===== config.mk =====
export PLATFORM = sky130hd
export DESIGN_NAME = serial_digit_adder
export DESIGN_NICKNAME = d
export VERILOG_FILES = /design/src/rtl/serial_digit_adder_pkg.sv /design/src/rtl/serial_digit_adder_digit_full_adder.sv /design/src/rtl/serial_digit_adder.sv
export SDC_FILE = /design/constraint.sdc
export NUM_CORES = 1
export LEC_CHECK = 0
export ABC_AREA = 1
export CORE_ASPECT_RATIO = 0.9
export CORE_MARGIN = 3
export CORE_UTILIZATION = 45
export CTS_CLUSTER_SIZE = 28
export DETAILED_ROUTE_END_ITERATION = 6
export PLACE_DENSITY_LB_ADDON = 0.08
export SKIP_LAST_GASP = 1
export SLEW_MARGIN = 25
export SYNTH_ARGS = -nofsm -noshare
export SYNTH_HDL_FRONTEND = slang
export SYNTH_SLANG_ARGS = --single-unit

===== constraint.sdc =====
create_clock -name clk -period 1.33 [get_ports clk]
set_clock_uncertainty 0.15 [all_clocks]
set_input_delay 0.133 -clock clk [delete_from_list [all_inputs] [get_ports clk]]
set_output_delay 0.133 -clock clk [all_outputs]
set_load 0.02 [all_outputs]

===== src/rtl/serial_digit_adder_pkg.sv =====
// Shared types and sizing helpers for the digit-serial adder.
package serial_digit_adder_pkg;

  typedef enum logic [1:0] {
    IDLE = 2'd0,
    RUN  = 2'd1,
    DONE = 2'd2
  } state_t;

  function automatic int unsigned digit_count(input int unsigned width, input int unsigned digit);
    return width / digit;
  endfunction

  // A single-digit operation still needs a one-bit counter.
  function automatic int unsigned count_width(input int unsigned n);
    return (n <= 1) ? 1 : $clog2(n);
  endfunction

endpackage


===== src/rtl/serial_digit_adder_digit_full_adder.sv =====
// Combinational DIGIT-bit ripple cell: sum digit, carry into the top bit and carry out.
module digit_full_adder #(
  parameter int unsigned DIGIT = 1
) (
  input  logic [DIGIT-1:0] a_dig,
  input  logic [DIGIT-1:0] b_dig,
  input  logic             c_in,
  output logic [DIGIT-1:0] s_dig,
  output logic             c_top,
  output logic             c_out
);

  logic carry;

  always_comb begin
    carry = c_in;
    c_top = c_in;
    s_dig = '0;
    for (int i = 0; i < int'(DIGIT); i++) begin
      if (i == int'(DIGIT) - 1) c_top = carry;
      s_dig[i] = a_dig[i] ^ b_dig[i] ^ carry;
      carry    = (a_dig[i] & b_dig[i]) | (carry & (a_dig[i] ^ b_dig[i]));
    end
    c_out = carry;
  end

endmodule


===== src/rtl/serial_digit_adder.sv =====
// Digit-serial adder: WIDTH-bit operands summed DIGIT bits per clock with valid/ready handshakes.
// Define SERIAL_ADD_SUB_EN to add the sub port (a - b - cin).
import serial_digit_adder_pkg::*;

module serial_digit_adder #(
  parameter int unsigned WIDTH = 8,
  parameter int unsigned DIGIT = 1
) (
  input  logic             clk,
  input  logic             rst_n,
  input  logic             in_valid,
  output logic             in_ready,
  input  logic [WIDTH-1:0] a,
  input  logic [WIDTH-1:0] b,
  input  logic             cin,
`ifdef SERIAL_ADD_SUB_EN
  input  logic             sub,
`endif
  output logic             out_valid,
  input  logic             out_ready,
  output logic [WIDTH-1:0] sum,
  output logic             cout,
  output logic             ovf
);

  localparam int unsigned N  = digit_count(WIDTH, DIGIT);
  localparam int unsigned CW = count_width(N);

  state_t          state, state_nxt;
  logic [WIDTH-1:0] a_sh, b_sh;
  logic            carry_q;
  logic [CW-1:0]   cnt;
  logic            last_dig;
  logic [DIGIT-1:0] s_dig;
  logic            c_top, c_out;

  assign last_dig = (cnt == CW'(N - 1));

  digit_full_adder #(.DIGIT(DIGIT)) u_cell (
    .a_dig (a_sh[DIGIT-1:0]),
    .b_dig (b_sh[DIGIT-1:0]),
    .c_in  (carry_q),
    .s_dig (s_dig),
    .c_top (c_top),
    .c_out (c_out)
  );

  always_ff @(posedge clk or negedge rst_n) begin
    if (!rst_n) state <= IDLE;
    else        state <= state_nxt;
  end

  always_comb begin
    state_nxt = state;
    case (state)
      IDLE:    if (in_valid) state_nxt = RUN;
      RUN:     if (last_dig) state_nxt = DONE;
      DONE:    if (out_ready) state_nxt = IDLE;
      default: state_nxt = IDLE;
    endcase
  end

  always_comb begin
    in_ready  = (state == IDLE);
    out_valid = (state == DONE);
  end

  always_ff @(posedge clk or negedge rst_n) begin
    if (!rst_n) begin
      a_sh    <= '0;
      b_sh    <= '0;
      carry_q <= 1'b0;
      cnt     <= '0;
      sum     <= '0;
      cout    <= 1'b0;
      ovf     <= 1'b0;
    end else begin
      case (state)
        IDLE: if (in_valid) begin
          a_sh <= a;
          cnt  <= '0;
`ifdef SERIAL_ADD_SUB_EN
          // Subtraction as a + ~b + ~cin, so cout reads as "no borrow".
          b_sh    <= sub ? ~b : b;
          carry_q <= sub ? ~cin : cin;
`else
          b_sh    <= b;
          carry_q <= cin;
`endif
        end
        RUN: begin
          a_sh    <= a_sh >> DIGIT;
          b_sh    <= b_sh >> DIGIT;
          sum     <= (sum >> DIGIT) | (WIDTH'(s_dig) << (WIDTH - DIGIT));
          carry_q <= c_out;
          cnt     <= cnt + CW'(1);
          if (last_dig) begin
            cout <= c_out;
            ovf  <= c_top ^ c_out;
          end
        end
        default: ;
      endcase
    end
  end

endmodule


Yosys cells after proc, flatten, opt, wreduce, memory -nomap -nowiden. Cells that the tools add are included.

Output and inout bits: 12. Memory bits (read-only): 0. Register bits after elaboration: 32. Memories: 0. Bits of input ports: 21. Memory bits (writable): 0. Word-level logic and storage cells: 39. Bits in latches: 0.

Eq/ne operators: 6. $lt $le $gt $ge: 0. Add/sub/neg operators: 1. Muxes and demuxes: 12. Shifts and indexed selects: 0. Bitwise gates (word level): 7. Reductions and logical operators: 5. Div/mod/pow operators: 0. Multipliers: 0.

Operator list (count): 8-bit one-hot mux with 2 select lines (2); 8-bit two-way mux (2); 7-bit by 8-bit OR with 8-bit output (1); 2-bit two-way mux (3); 2-bit one-hot mux with 3 select lines (1); 3-bit one-hot mux with 2 select lines (1); 2-bit != test, second input constant (2); 2-bit AND reduction (2); 3-bit by 1-bit adder with 3-bit output, second input constant (1); 3-bit equality test, second input constant (1); 3-bit two-way mux (1); 3-bit AND reduction (1); 1-bit XOR (3); 1-bit bitwise AND (2); 2-bit by 1-bit equality test with 1-bit output, second input constant (1); 2-bit equality test, second input constant (1); 2-bit zero test (1); 2-bit by 1-bit != test with 1-bit output, second input constant (1); 1-bit one-hot mux with 2 select lines (1); 2-bit nonzero test (1); 1-bit two-way mux (1); 1-bit OR (1).

Longest topological paths before layout. Gate-level depths: netlist (run 1).

Depth after elaboration: 4. Gate-level depth with buffers: 7. Mapped depth without buffers: 6.

By module. From an unflattened synthesis (run 1), not the netlist that was laid out.

Cells, all modules: 201. Area, all modules: 1561.5 um^2.

By module, submodules not included: serial_digit_adder (area an instance 1534.0 um^2, sequential area each 800.8 um^2, times used 1, cells each 199); digit_full_adder (area an instance 27.5 um^2, sequential area each 0.0 um^2, times used 1, cells each 2).

Worst setup path before layout (run 1). Ideal clock, no wire load.

Path kind: reg-to-reg. Start: reg carry_q. End: reg ovf. Setup time: 0.116 ns. Slack: -0.035 ns. Arrival: 1.099 ns. Cell stages (with the launch flop): 5. Path buffers: 0. Clock period less this slack: 1.365 ns. Data required time: 1.064 ns. Cells stage by stage: dfrtp_1 -> fa_1 -> xor2_1 -> nand2_1 -> nand2_1.

Cells in the longest elaborated chain, start to end: 3.

RTL lines: start: declaration (line serial_digit_adder.sv:31) `logic carry_q;`; start signal: assignment (line serial_digit_adder.sv:88) `carry_q <= cin;`; start signal: assignment (line serial_digit_adder.sv:95) `carry_q <= c_out;`; 1-bit bitwise AND (line serial_digit_adder_digit_full_adder.sv:22) `carry = (a_dig[i] & b_dig[i]) | (carry & (a_dig[i] ^ b_dig[i]));`; 1-bit OR (line serial_digit_adder_digit_full_adder.sv:22); net c_out (line serial_digit_adder.sv:35) `logic c_top, c_out;`; 1-bit XOR (line serial_digit_adder.sv:99) `ovf <= c_top ^ c_out;`; end signal: assignment (line serial_digit_adder.sv:99); end: declaration (line serial_digit_adder.sv:23) `output logic ovf`.

The timed path passes the listed nets, and every way through them passes these cells. A chain may end at the register's enable or synchronous reset.

Worst setup path after layout (run 1).
Start: reg state[0]. End: reg b_sh[2].

Cells in the longest elaborated chain, start to end: 3. Elaborated cells between the ends (all ways): 6. Those cells by class: eq/ne: 2; mux: 1; reduce/logical: 3.

RTL lines: start: declaration (line serial_digit_adder.sv:29) `state_t state, state_nxt;`; start signal: assignment (line serial_digit_adder.sv:50) `else state <= state_nxt;`; 2-bit by 1-bit equality test with 1-bit output / 2-bit zero test (equally long branches) (line serial_digit_adder.sv:78) `case (state)`; 2-bit nonzero test (no line) / 2-bit != test (equally long branches); 2-bit AND reduction (no line); end signal: assignment (line serial_digit_adder.sv:93) `b_sh <= b_sh >> DIGIT;`; end: declaration (line serial_digit_adder.sv:30) `logic [WIDTH-1:0] a_sh, b_sh;`.

Parallel ways exist; a longest one is shown, timed or not.

==> key figures, run 1 <==
Status
  • Failing checks: negative setup slack
  • Status: finished with violations

Global route
  • Vias in the first global route: 1287
  • GRT Util Overall: 18.6%
  • First-pass GRT wire length: 5740 um
  • Initial antenna violation count: 0
  • Largest net degree at the start of global routing: 33
  • Global route overflow: 0

CTS
  • Total clock buffers created by CTS: 5
  • CTS tree: yes
  • Cts hold-fix bufs: 0
  • Reg clk slew, reported paths: 0.07 ns
  • Clock Latency Late Sink: 0.27 ns
  • Max Root-Sink Buffers: 2
  • Htree depth: 2
  • CTS sink count: 32
  • Root Driver: clkbuf_8

Cells and area
  • NumNets Final: 276
  • Layout cells sized above 1: 26.1%
  • Final Core Density: 74.8%
  • Filler cells: 236
  • Antenna Cells: 0
  • Fin cells: 295
  • Layout area overhead: 53.1%
  • Final Cell Area: 2380 um2

Route
  • Routed WL: 3740 um
  • DRT iter0 DRCs: 81
  • Routed len/inst: 12.7 um
  • Initial DRT Pass Iterations: 4
  • Vias: 1402
  • Post-route DRC: 0
  • Routed Antenna Nets: 0
  • Via density: 4.75

Logic synthesis
  • Top cells by area, synth: dfrtp_1 (51%), nand2_1 (20%), inv_1 (8.2%), nand3_1 (5.5%), o21ai_0 (2.6%)
  • Cells after Synth: 200
  • Flops & latches, synth: 32
  • Syn_nets: 224
  • Yosys Warn Count: 0
  • Unique masters post-synth: 19
  • Post-Synthesis Mean Instance Area: 7.78 um2
  • Area leader, netlist: dfrtp_1
  • Mapped Area: 1560 um2
  • Post-synthesis sequential area ratio: 51.4%
  • Area share of the largest cell type after synthesis: 51.4%

Place
  • Detailed placement HPWL: 2240 um
  • DP Area: 2040 um2
  • GPL Wtd Cong: 0.730
  • IO buf count: 32
  • Cell count after placement: 281

Timing
  • RSZ-0062 raised after global routing: yes
  • Slew Limit Fails: 0
  • Final setup vio count: 19
  • Part of the cycle the worst path needs: 105%
  • Worst setup margin: -0.0637 ns
  • Tmin final: 1.39 ns
  • Final Hold Viols: 0
  • Worst Max-Slew Pin Slew: 0.217 ns
  • Worst rel slew slack: 85.6%
  • FMAX: 717 MHz

Die
  • Rows: 19
  • Io pins: 33
  • Chip width: 68.0 um
  • Core Region: 3190 um2
  • Die ar.: 4200 um2
  • Initial Util: 48.9%
  • Die Y-Extent: 61.8 um

Flow run
  • MaxCap Viol Count: 0

Pwr
  • Worst VDD drop: 1.19 mV
  • Cell Pwr Density: 2270 nW/um2
  • Pleak: 1.29 nW

Critical path
  • Critical path type: flop to flop
  • Critical path required time: 1.35 ns
  • Crit path DAT: 1.41 ns
  • Reg-to-Reg End: b_sh[2]
  • Crit. End Element: flop
  • R2r worst-path depth: 7
  • Crit Path Max Fanout: 7
  • FF-to-FF setup slack: -0.06 ns
  • CP Launch Type: flop
  • R2R Path Start: state[0]

Min path
  • Tightest Hold Check Type: primary input to asynchronous set/reset pin
-- critical path, cell delays in order, from the launching register on --
cell	delay [ns]
dfrtp_1	0.40
buf_6	0.13
buf_12	0.13
nand2_8	0.09
nand2_8	0.09
clkbuf_16	0.18
nand3_2	0.05
nand2_1	0.05
-- layout by cell type (no fill, tap or decap), drive strengths merged --
cell type / count
inv: 36
a21oi: 2
buf: 19
clkbuf: 10
xor2: 1
dfrtp: 32
bufbuf: 1
nor2: 5
o31ai: 1
clkdlybuf4s50: 20
fa: 1
o21ai: 9
nand2: 87
nand3: 17
ha: 2
dlygate4sd2: 10
-- stage by stage --
step	setup TNS, ns	power [W]	hold slack [ns]	worst slack, ns
3_3_place_gp	-0.829	0.00394	0.310	-0.0962
5_1_grt	-2.38	0.00584	0.0953	-0.116
2_1_floorplan	0	0.00308	-0.313	0.0184
6_report	-0.696	0.00542	0.0761	-0.0637
4_1_cts	-1.01	0.00492	0.0905	-0.155
3_5_place_dp	-1.37	0.00404	0.314	-0.123
-- power by group --
| part | switching (W) | leakage (nW) | internal [W] |
|---|---|---|---|
| sequential | 0.000257 | 0.398 | 0.00142 |
| clock | 0.000338 | 0.0455 | 0.000422 |
| combinational | 0.00159 | 0.844 | 0.00139 |
-- kinds of logic after synthesis --
logic type | share of synthesized area (%)
AO/OA/AOI/OAI | 4.26
XOR/XNOR | 0.563
adder cells (fa/ha/maj) | 2.89
buffers and inverters | 12.1
flip-flops | 51.4
AND/OR/NAND/NOR | 28.8
-- flip-flops by register name (all words and copies together) (netlist names) --
name,count
a_sh,8
b_sh,8
carry_q,1
cnt,3
cout,1
ovf,1
state,2
sum,8
-- worst max path at each step --
| stage | startpoint | to | slack [ns] |
|---|---|---|---|
| global route | state[0] | b_sh[2] | -0.12 |
| CTS | state[1] | in_ready | -0.15 |
| detailed placement | state[0] | in_ready | -0.12 |
| floorplan | carry_q | ovf | 0.02 |
| finish | state[0] | b_sh[2] | -0.06 |
| global placement | state[0] | in_ready | -0.1 |
-- layer usage --
layer | track usage [%] | wire length [um] | part of all wire, % | vias to the layer above
li1 | - | - | - | 699
met1 | 23.7 | 1670 | 45 | 671
met2 | 30.8 | 1910 | 51 | 30
met3 | 6.47 | 150 | 4.0 | 2
met4 | 4.53 | 16 | 0.43 | 0
met5 | 0 | 0 | 0 | -
-- synth_stat cells, drive strengths merged --
cell	n
a21oi	2
buf	7
dfrtp	32
fa	1
ha	2
inv	36
nand2	87
nand3	17
nor2	5
o21ai	9
o31ai	1
xor2	1
-- timing repair --
item	CTS	global route
gates resized for setup	28	37
pin swaps	3	10
endpoints found under the setup margin	38	29
gates cloned	1	1
endpoints found under the hold margin	0	0
buffers inserted	1	3
-- final cells by class --
class,instances,area (um2),area share [%]
flip-flops and latches,32,801,33.6
repair buffers,52,574,24.1
inverters,36,143,5.99
well taps,42,52.6,2.21
clock buffers,8,90.1,3.78
multi-input cells,125,722,30.3
No activity file was read; power rests on OpenSTA's default activity.
==> run 2, diff against run 1 <==
CORE_UTILIZATION = 30   (was 45)
==> key figures, run 2 (synthesis results as in run 1) <==
Cells and area
  • Final Cell Area: 2400 um2 (+0.89%)
  • Layout cells sized above 1: 25.1% (-0.99 points)
  • NumNets Final: 278 (+0.72%)
  • Filler cells: 490 (+110%)
  • Antenna Cells: 0 (unchanged)
  • Layout area overhead: 54.4%
  • Largest regs: a_sh x8, b_sh x8, sum x8
  • Commonest non-fill, non-tap cell in the layout: nand2_1
  • Most frequent cells in the layout: nand2_1 (81), inv_1 (33), dfrtp_1 (31), clkdlybuf4s50_1 (20), nand3_2 (15)

Critical path
  • CP Launch Type: flop
  • Crit path DAT: 1.38 ns (-0.03 ns)
  • Crit. End Element: flop
  • Critical path type: flop to flop
  • Crit Path Max Fanout: 8 (+1)
  • Critical path required time: 1.36 ns (about the same)

Route
  • Via density: 4.27 (-10%)
  • DRT iter0 DRCs: 55 (-32%)
  • Initial DRT Pass Iterations: 4 (unchanged)
  • Routed Antenna Nets: 0 (unchanged)
  • Routed len/inst: 10.8 um (-15%)
  • Vias: 1365 (-2.6%)
  • Post-route DRC: 0 (unchanged)
  • Routed WL: 3470 um (-7.4%)

Pwr
  • Switch Pwr: 0.00206 W (-5.9%)
  • Pleak: 1.29 nW (about the same)
  • Combinational power share: 51.0% (-4.1 points)
  • Clk pwr share: 18.6% (+4.6 points)
  • Worst VDD drop: 0.974 mV (-18%)
  • Cell Pwr Density: 2260 nW/um2 (-0.46%)
  • Reg power frac: 30.5% (-0.4 points)
  • Sw frac: 37.8% (-2.5 points)
  • Internal power: 0.00338 W (+4.7%)

Die
  • Chip width: 81.9 um (+20%)
  • Io pins: 33 (unchanged)
  • Core Region: 4920 um2 (+55%)
  • Rows: 24 (+5)
  • Die ar.: 6090 um2 (+45%)
  • Initial Util: 31.6% (-17 points)
  • Die Y-Extent: 74.3 um (+20%)

Timing
  • Slew Limit Fails: 0 (unchanged)
  • Tmin final: 1.36 ns (-0.0378 ns)
  • Final Hold Viols: 0 (unchanged)
  • Setup TNS: -0.208 ns (+0.488 ns)
  • Worst setup margin: -0.0260 ns (+0.0378 ns)
  • Part of the cycle the worst path needs: 102% (-2.8 points)
  • Worst Max-Slew Pin Slew: 0.230 ns (+0.0131 ns)
  • Final setup vio count: 14 (-5)
  • Final hold slack: 0.0576 ns (-0.0185 ns)
  • FMAX: 737 MHz (+2.8%)
  • Worst rel slew slack: 84.5% (-1.1 points)
  • RSZ-0062 raised after global routing: yes

CTS
  • Cts hold-fix bufs: 0 (unchanged)
  • Total clock buffers created by CTS: 5 (unchanged)
  • CTS tree: yes
  • CTS sink count: 32 (unchanged)
  • Root Driver: clkbuf_8
  • Htree depth: 2 (unchanged)
  • Clock Latency Late Sink: 0.28 ns (about the same)
  • Reg clk slew, reported paths: 0.07 ns (about the same)
  • Max Root-Sink Buffers: 2 (unchanged)

Status
  • Failing checks: negative setup slack
  • Status: finished with violations

Flow run
  • MaxCap Viol Count: 0 (unchanged)

Place
  • IO buf count: 32 (unchanged)
  • GPL Wtd Cong: 0.663 (-9.2%)
  • DP Area: 2110 um2 (+3.5%)
  • Detailed placement HPWL: 2390 um (+6.6%)

Global route
  • Largest net degree at the start of global routing: 33 (unchanged)
  • Vias in the first global route: 1287 (unchanged)
  • Global route overflow: 0 (unchanged)
  • GRT Util Overall: 13.1% (-5.5 points)
  • Initial antenna violation count: 0 (unchanged)
  • First-pass GRT wire length: 5930 um (+3.4%)

Min path
  • Tightest Hold Check Type: primary input to asynchronous set/reset pin
## run 2: path summary, 6_finish.rpt
kind	depth (start not counted)	slack (ns)	from	to
setup / recovery	7	-0.03	state[0]	a_sh[3]
hold / removal	2	0.06	rst_n	sum[6]
setup reg to reg	7	-0.03	state[0]	a_sh[3]
hold reg to reg	2	0.32	b_sh[4]	b_sh[4]
max in group asynchronous	2	0.79	rst_n	state[1]
min in group clk	3	0.27	b[7]	b_sh[7]
## run 2: final cells by class
class                      instances  area (um2)  share of cell area [%]
clock buffer                       7        96.3                    4.01
tap                               65        81.3                    3.38
clock inverter                     1        30.0                    1.25
inverter                          36         143                    5.93
multi-input combinational        125         692                    28.8
timing repair buffer              54         559                    23.3
sequential                        32         802                    33.4
## run 2: what timing repair did
action                                  4_1_cts  5_1_grt
pin swaps                                     4       12
setup buffers                                 3        1
endpoints found under the setup margin       38       34
gates resized for setup                      24       34
## run 2: through the flow
| step | utilization, % | instances | total power (W) | worst slack (ns) |
|---|---|---|---|---|
| global route | 48.8 | 320 | 0.00596 | -0.104 |
| finish | 48.8 | 320 | 0.00544 | -0.0260 |
| detailed placement | 42.9 | 308 | 0.00415 | -0.118 |
| CTS | 46.3 | 319 | 0.00521 | -0.147 |
| floorplan | - | 200 | 0.00308 | 0.0184 |
| global placement | 42.9 | 308 | 0.00411 | -0.120 |
## run 2: critical path, cell delays in order, from the launching register on
cell,delay (ns)
dfrtp_1,0.40
buf_6,0.14
buf_12,0.12
nand2_8,0.09
nand2_8,0.09
buf_12,0.15
nand3_2,0.05
nand2_1,0.05
## run 2: per-layer routing
metal / vias to the layer above / share of wire, % / global-route usage, %
li1: 707 / - / -
met4: 0 / 2.2 / 6.64
met2: 23 / 48 / 20.3
met1: 627 / 46 / 17.2
met5: - / 0 / 0
met3: 8 / 4.0 / 3.27
## run 2: power by group through the flow
stage	combinational [W]	clock (W)	sequential [W]
CTS	0.00251	0.00104	0.00166
finish	0.00277	0.00101	0.00166
floorplan	0.00126	0	0.00182
global placement	0.00243	0	0.00168
global route	0.00315	0.00109	0.00173
detailed placement	0.00246	0	0.00169
